**src/rtl/qpd_sweep_scheduler.sv**
```systemverilog
// Steps the quarter-period delay trigger unit through a programmed sweep of delays,
// arming it once per repetition and collecting the returned trigger (with timeout).
module qpd_sweep_scheduler #(
  parameter int          DELAY_W        = 32,
  parameter int          STEP_W         = 8,
  parameter int          REP_W          = 8,
  parameter int unsigned MIN_DELAY      = 23000,
  parameter int          TIMEOUT_CYCLES = 200000,
  parameter int          GAP_CYCLES     = 16
) (
  input  logic               sclock,
  input  logic               rst,
  input  logic               start,
  input  logic               abort,
  input  logic [DELAY_W-1:0] cfg_start_delay,
  input  logic [DELAY_W-1:0] cfg_step_delay,
  input  logic [STEP_W-1:0]  cfg_num_steps,
  input  logic [REP_W-1:0]   cfg_reps,
  input  logic               trig_in,
  output logic [DELAY_W-1:0] delay_count,
  output logic               arm,
  output logic               capture_strobe,
  output logic               busy,
  output logic               done,
  output logic               timeout_err,
  output logic [STEP_W-1:0]  step_idx,
  output logic [REP_W-1:0]   rep_idx
);

  localparam int WW = DELAY_W + STEP_W;
  localparam int TW = $clog2(TIMEOUT_CYCLES + 1);
  localparam int GW = $clog2(GAP_CYCLES + 1);

  typedef enum logic [2:0] {IDLE, LOAD, ARM, WAIT_TRIG, GAP, DONE} state_t;

  state_t             state;
  logic [DELAY_W-1:0] start_delay_q;
  logic [DELAY_W-1:0] step_delay_q;
  logic [STEP_W-1:0]  num_steps_q;
  logic [REP_W-1:0]   reps_q;
  logic [TW-1:0]      tmo_cnt;
  logic [GW-1:0]      gap_cnt;
  logic [WW-1:0]      wide_sum;
  logic [DELAY_W-1:0] load_value;

  // Wide enough that start + step_idx*step never wraps; anything above DELAY_W saturates.
  always_comb begin
    wide_sum = WW'(start_delay_q) + WW'(step_idx) * WW'(step_delay_q);
    if (|wide_sum[WW-1:DELAY_W])
      load_value = '1;
    else if (wide_sum[DELAY_W-1:0] < DELAY_W'(MIN_DELAY))
      load_value = DELAY_W'(MIN_DELAY);
    else
      load_value = wide_sum[DELAY_W-1:0];
  end

  always_ff @(posedge sclock) begin
    if (rst) begin
      state          <= IDLE;
      start_delay_q  <= '0;
      step_delay_q   <= '0;
      num_steps_q    <= '0;
      reps_q         <= '0;
      tmo_cnt        <= '0;
      gap_cnt        <= '0;
      delay_count    <= '0;
      arm            <= 1'b0;
      capture_strobe <= 1'b0;
      busy           <= 1'b0;
      done           <= 1'b0;
      timeout_err    <= 1'b0;
      step_idx       <= '0;
      rep_idx        <= '0;
    end else begin
      arm            <= 1'b0;
      capture_strobe <= 1'b0;
      done           <= 1'b0;
      // Abort leaves delay/indices/error visible so software can see where the sweep stopped.
      if (abort) begin
        state <= IDLE;
        busy  <= 1'b0;
      end else begin
        case (state)
          IDLE: begin
            if (start) begin
              start_delay_q <= cfg_start_delay;
              step_delay_q  <= cfg_step_delay;
              num_steps_q   <= cfg_num_steps;
              reps_q        <= (cfg_reps == '0) ? REP_W'(1) : cfg_reps;
              timeout_err   <= 1'b0;
              step_idx      <= '0;
              rep_idx       <= '0;
              busy          <= 1'b1;
              if (cfg_num_steps == '0) begin
                state <= DONE;
                done  <= 1'b1;
              end else begin
                state <= LOAD;
              end
            end
          end
          LOAD: begin
            delay_count <= load_value;
            arm         <= 1'b1;
            state       <= ARM;
          end
          ARM: begin
            tmo_cnt <= '0;
            state   <= WAIT_TRIG;
          end
          WAIT_TRIG: begin
            if (trig_in) begin
              capture_strobe <= 1'b1;
              gap_cnt        <= '0;
              state          <= GAP;
            end else if (tmo_cnt == TW'(TIMEOUT_CYCLES - 1)) begin
              timeout_err <= 1'b1;
              gap_cnt     <= '0;
              state       <= GAP;
            end else begin
              tmo_cnt <= tmo_cnt + TW'(1);
            end
          end
          GAP: begin
            if (gap_cnt == GW'(GAP_CYCLES - 1)) begin
              if (rep_idx < reps_q - REP_W'(1)) begin
                rep_idx <= rep_idx + REP_W'(1);
                arm     <= 1'b1;
                state   <= ARM;
              end else if (step_idx < num_steps_q - STEP_W'(1)) begin
                rep_idx  <= '0;
                step_idx <= step_idx + STEP_W'(1);
                state    <= LOAD;
              end else begin
                done  <= 1'b1;
                state <= DONE;
              end
            end else begin
              gap_cnt <= gap_cnt + GW'(1);
            end
          end
          DONE: begin
            busy  <= 1'b0;
            state <= IDLE;
          end
          default: begin
            busy  <= 1'b0;
            state <= IDLE;
          end
        endcase
      end
    end
  end

endmodule

```
**config.mk**
```make
export PLATFORM = sky130hd
export DESIGN_NAME = qpd_sweep_scheduler
export DESIGN_NICKNAME = d
export VERILOG_FILES = /design/src/rtl/qpd_sweep_scheduler.sv
export SDC_FILE = /design/constraint.sdc
export NUM_CORES = 1
export LEC_CHECK = 0
export ABC_AREA = 1
export CELL_PAD_IN_SITES_DETAIL_PLACEMENT = 0
export CELL_PAD_IN_SITES_GLOBAL_PLACEMENT = 2
export CORE_UTILIZATION = 34
export DETAILED_ROUTE_END_ITERATION = 12
export PLACE_DENSITY_LB_ADDON = 0.1
export SLEW_MARGIN = 5
export SYNTH_ARGS = -nofsm -noshare
export SYNTH_HDL_FRONTEND = slang
export SYNTH_SLANG_ARGS = --single-unit
```
**constraint.sdc**
```tcl
create_clock -name sclock -period 5.8 [get_ports sclock]
set_clock_uncertainty 0.1 [all_clocks]
set_input_delay 0.87 -clock sclock [delete_from_list [all_inputs] [get_ports sclock]]
set_output_delay 0.87 -clock sclock [all_outputs]
set_load 0.02 [all_outputs]
```
==> flow_metrics.tcl <==
set metrics [dict create \
    startpoint_type "register" \
    synthTopCellsByCount "617 x nand2_1, 593 x inv_1, 225 x nor2_1" \
    synth_top_area_share_pct 24.7 \
    power_leakage_uw 0.0109 \
    r2r_cells 23 \
    wirelength_mm 50.2 \
    synth.area.top_cells "fa_1 25%, dfxtp_1 19%, nand2_1 13%" \
    fin_crit_ps 5420 \
    cts_setup_buffers 0 \
    cts_root_buf "clkbuf_16" \
    cp-end-kind "register" \
    grt_pass1_vias 15700 \
    drc 0 \
    dr.pass1.iters 5 \
    area_growth_pct 16.4 \
    grt_pass1_wl_mm 82.8 \
    clkPwrFrac_pct 39.1 \
    clk_latency_ps 500 \
    required_ps 6140 \
    ctsHoldBuffers 0 \
    reg2reg_slack_ps 380 \
    syn_avg_cell_area_um2 6.88 \
    io_pins 138 \
    power.switching_uw 1080 \
    cap_violations 0 \
    clock_path_buffers 2 \
    via_per_inst 4.58 \
    rsz0062_at_grt "false" \
    cts_resized 1 \
    r2r-end "delay_count[3]$_SDFFE_PP0P_" \
    fmax_mhz 185 \
    worst_hold_path_type "register to register" \
    worstSetupStartpoint "step_delay_q[19]$_SDFFE_PP0P_" \
    stdcell_count 3264 \
    critical_path_class "register to register" \
    syn_nets 2875 \
    syn_inst 2497 \
    combPwrFrac_pct 21.2 \
    core-area_mm2 0.0494 \
    yosys.area.top_type "fa_1" \
    ys_types 43 \
    hold_end "reps_q[7]$_SDFFE_PP0P_" \
    worstPathCellList "nand2_1 > fa_1 > inv_1 > fa_1 > inv_1 > fa_1 > inv_1 > fa_1 > ha_1 > nand2_1 > nor2_1 > inv_1 > nor2_1 > nand3_1 > nand4_1 > nand2_1 > nor2_1 > nand2_1 > nor2_2 > nand2_4 > nand2_1 > nor2_1 > nor2_1" \
    async_flop_share_pct 0 \
    place_ws_ps -86.9 \
    fin_crit_sh_pct 93.4 \
    wl_per_cell_um 15.4 \
    dpl.hpwl_mm 40.6 \
    hold_violations 0 \
    place_inst 3232 \
    power_density_mw_per_mm2 154 \
    yosysMostFrequentCell "nand2_1" \
    fin_area_mm2 0.0200 \
    die_area_mm2 0.0514 \
    num_vias 15000 \
    ir_drop_mv 0.217 \
    hold_depth 2 \
    cp.buffers_inverters 4 \
    placementRows 81 \
    slew_viol_final 0 \
    cts_buffers 17 \
    switching_share_pct 35.2 \
    place_congestion 0.851 \
    final_util_pct 40.5 \
    num_antenna_cells 0 \
    syn_area_mm2 0.0172 \
    cp_slowest_cell "dfxtp_1" \
    drive_gt1_share_pct 5.31 \
    cpPeakStageDelay_ps 610 \
    cts_tree "done" \
    setup_viol 0 \
    tightest_slew_ps 1040 \
    drt_iter0_markers 730 \
    total_power_uw 3080 \
    synth_edf_count 0 \
    synth-main-ff-cell "dfxtp_1" \
    cts.sinks 159 \
    r2r_start "step_delay_q[19]$_SDFFE_PP0P_" \
    overflow 0 \
    p_int_uw 2000 \
    synth_seq_cells 159 \
    worstPathArrival_ps 5750 \
    nets 2965 \
    seqPwrFrac_pct 39.7 \
    io_buffers 137 \
    finalWorstSetupSlack_ps 382 \
    initial_core_util_pct 34.8 \
    ys_seq_area_share_pct 18.5 \
    clkTransAtPathRegs_ps 90 \
    h-tree-depth 4 \
    dieWidth_um 227 \
    worst_slew_margin_rel_pct 30.3 \
    final_antenna_net_count 0 \
    dpl_cell_area_mm2 0.0194 \
    crit_family "adder cells" \
    grt_max_degree 70 \
    grt_use_total_pct 21.0 \
    synth.yosys.warnings 0 \
    antenna_found_initial 0 \
    die_height_um 227 \
    min_from "reps_q[7]$_SDFFE_PP0P_" \
    critPathMaxFanout 15 \
    status "finished clean" \
]
-- worst max path at each step --
stage / depth (start not counted) / end
3_3_place_gp: 24 / delay_count[3]$_SDFFE_PP0P_
6_report: 23 / delay_count[3]$_SDFFE_PP0P_
3_5_place_dp: 24 / delay_count[3]$_SDFFE_PP0P_
4_1_cts: 24 / delay_count[3]$_SDFFE_PP0P_
5_1_grt: 27 / delay_count[11]$_SDFFE_PP0P_
2_1_floorplan: 28 / delay_count[10]$_SDFFE_PP0P_
-- layer usage --
layer  wire length, um  vias up  track usage [%]  share of wire (%)
met4              1120        0             6.78                2.2
li1                  -     7580                -                  -
met2             25300      245             37.5                 50
met1             22200     7068             25.5                 44
met3              1590       61             3.55                3.2
met5                 0        -                0                  0
-- sequential cells by signal, indices dropped and copies added (netlist names), 3 cells and up --
register	count
reps_q	8
step_delay_q	32
gap_cnt	5
start_delay_q	32
rep_idx	8
delay_count	32
tmo_cnt	18
num_steps_q	8
step_idx	8
state	3
-- cell type report --
class	instances	area, um^2
tap	664	831
multi-input combinational	1634	11300
timing repair buffer	177	1770
fill	5295	29400
clock inverter	15	185
inverter	598	2240
sequential	159	3190
clock buffer	17	425
-- stage by stage --
step	hold slack [ps]	setup TNS (ps)
final	379	0
after CTS	388	0
after floorplan	347	0
after global placement	370	-400
after global routing	415	0
after detailed placement	376	-1040
-- logic make-up after synthesis --
family	after synthesis	synth area share [%]
flops	159	18.5
xor+xnor	34	1.73
simple gates	1031	25.0
fa+ha+maj	293	30.6
compound gates	276	8.62
buf+inv	704	15.5
-- power groups by stage --
| stage | clock network (uW) | registers [uW] | logic (uW) |
|---|---|---|---|
| 6_report | 1210 | 1220 | 653 |
| 5_1_grt | 1290 | 1230 | 745 |
| 4_1_cts | 1250 | 1230 | 671 |
| 3_5_place_dp | 0 | 1250 | 667 |
| 3_3_place_gp | 0 | 1250 | 661 |
| 2_1_floorplan | 0 | 1210 | 431 |
-- worst reg2reg max path, delay by kind of cell, from the launching register on --
| kind | cells | cell delay, ps |
|---|---|---|
| flops | 1 | 610 |
| buf+inv | 4 | 230 |
| fa+ha+maj | 5 | 2450 |
| simple gates | 14 | 1980 |
-- layout by cell type, fill, tap and decap left out, types with 4 or more instances in the layout --
| master | n |
|---|---|
| dfxtp_1 | 158 |
| nand2_2 | 12 |
| buf_4 | 32 |
| nor4_1 | 7 |
| nor2_1 | 224 |
| nand3b_1 | 10 |
| fa_1 | 212 |
| buf_12 | 8 |
| clkdlybuf4s50_1 | 137 |
| nor3_1 | 21 |
| xor2_1 | 23 |
| ha_1 | 81 |
| clkinv_8 | 5 |
| a21oi_1 | 107 |
| inv_8 | 4 |
| clkbuf_16 | 17 |
| o21bai_1 | 6 |
| o21ai_0 | 136 |
| nand3_2 | 4 |
| nand3_1 | 78 |
| nand4_1 | 22 |
| xnor2_1 | 11 |
| nand2_1 | 616 |
| a21oi_2 | 12 |
| nor2_2 | 23 |
| inv_1 | 593 |
Note: power is estimated with default switching activity, not from simulation.
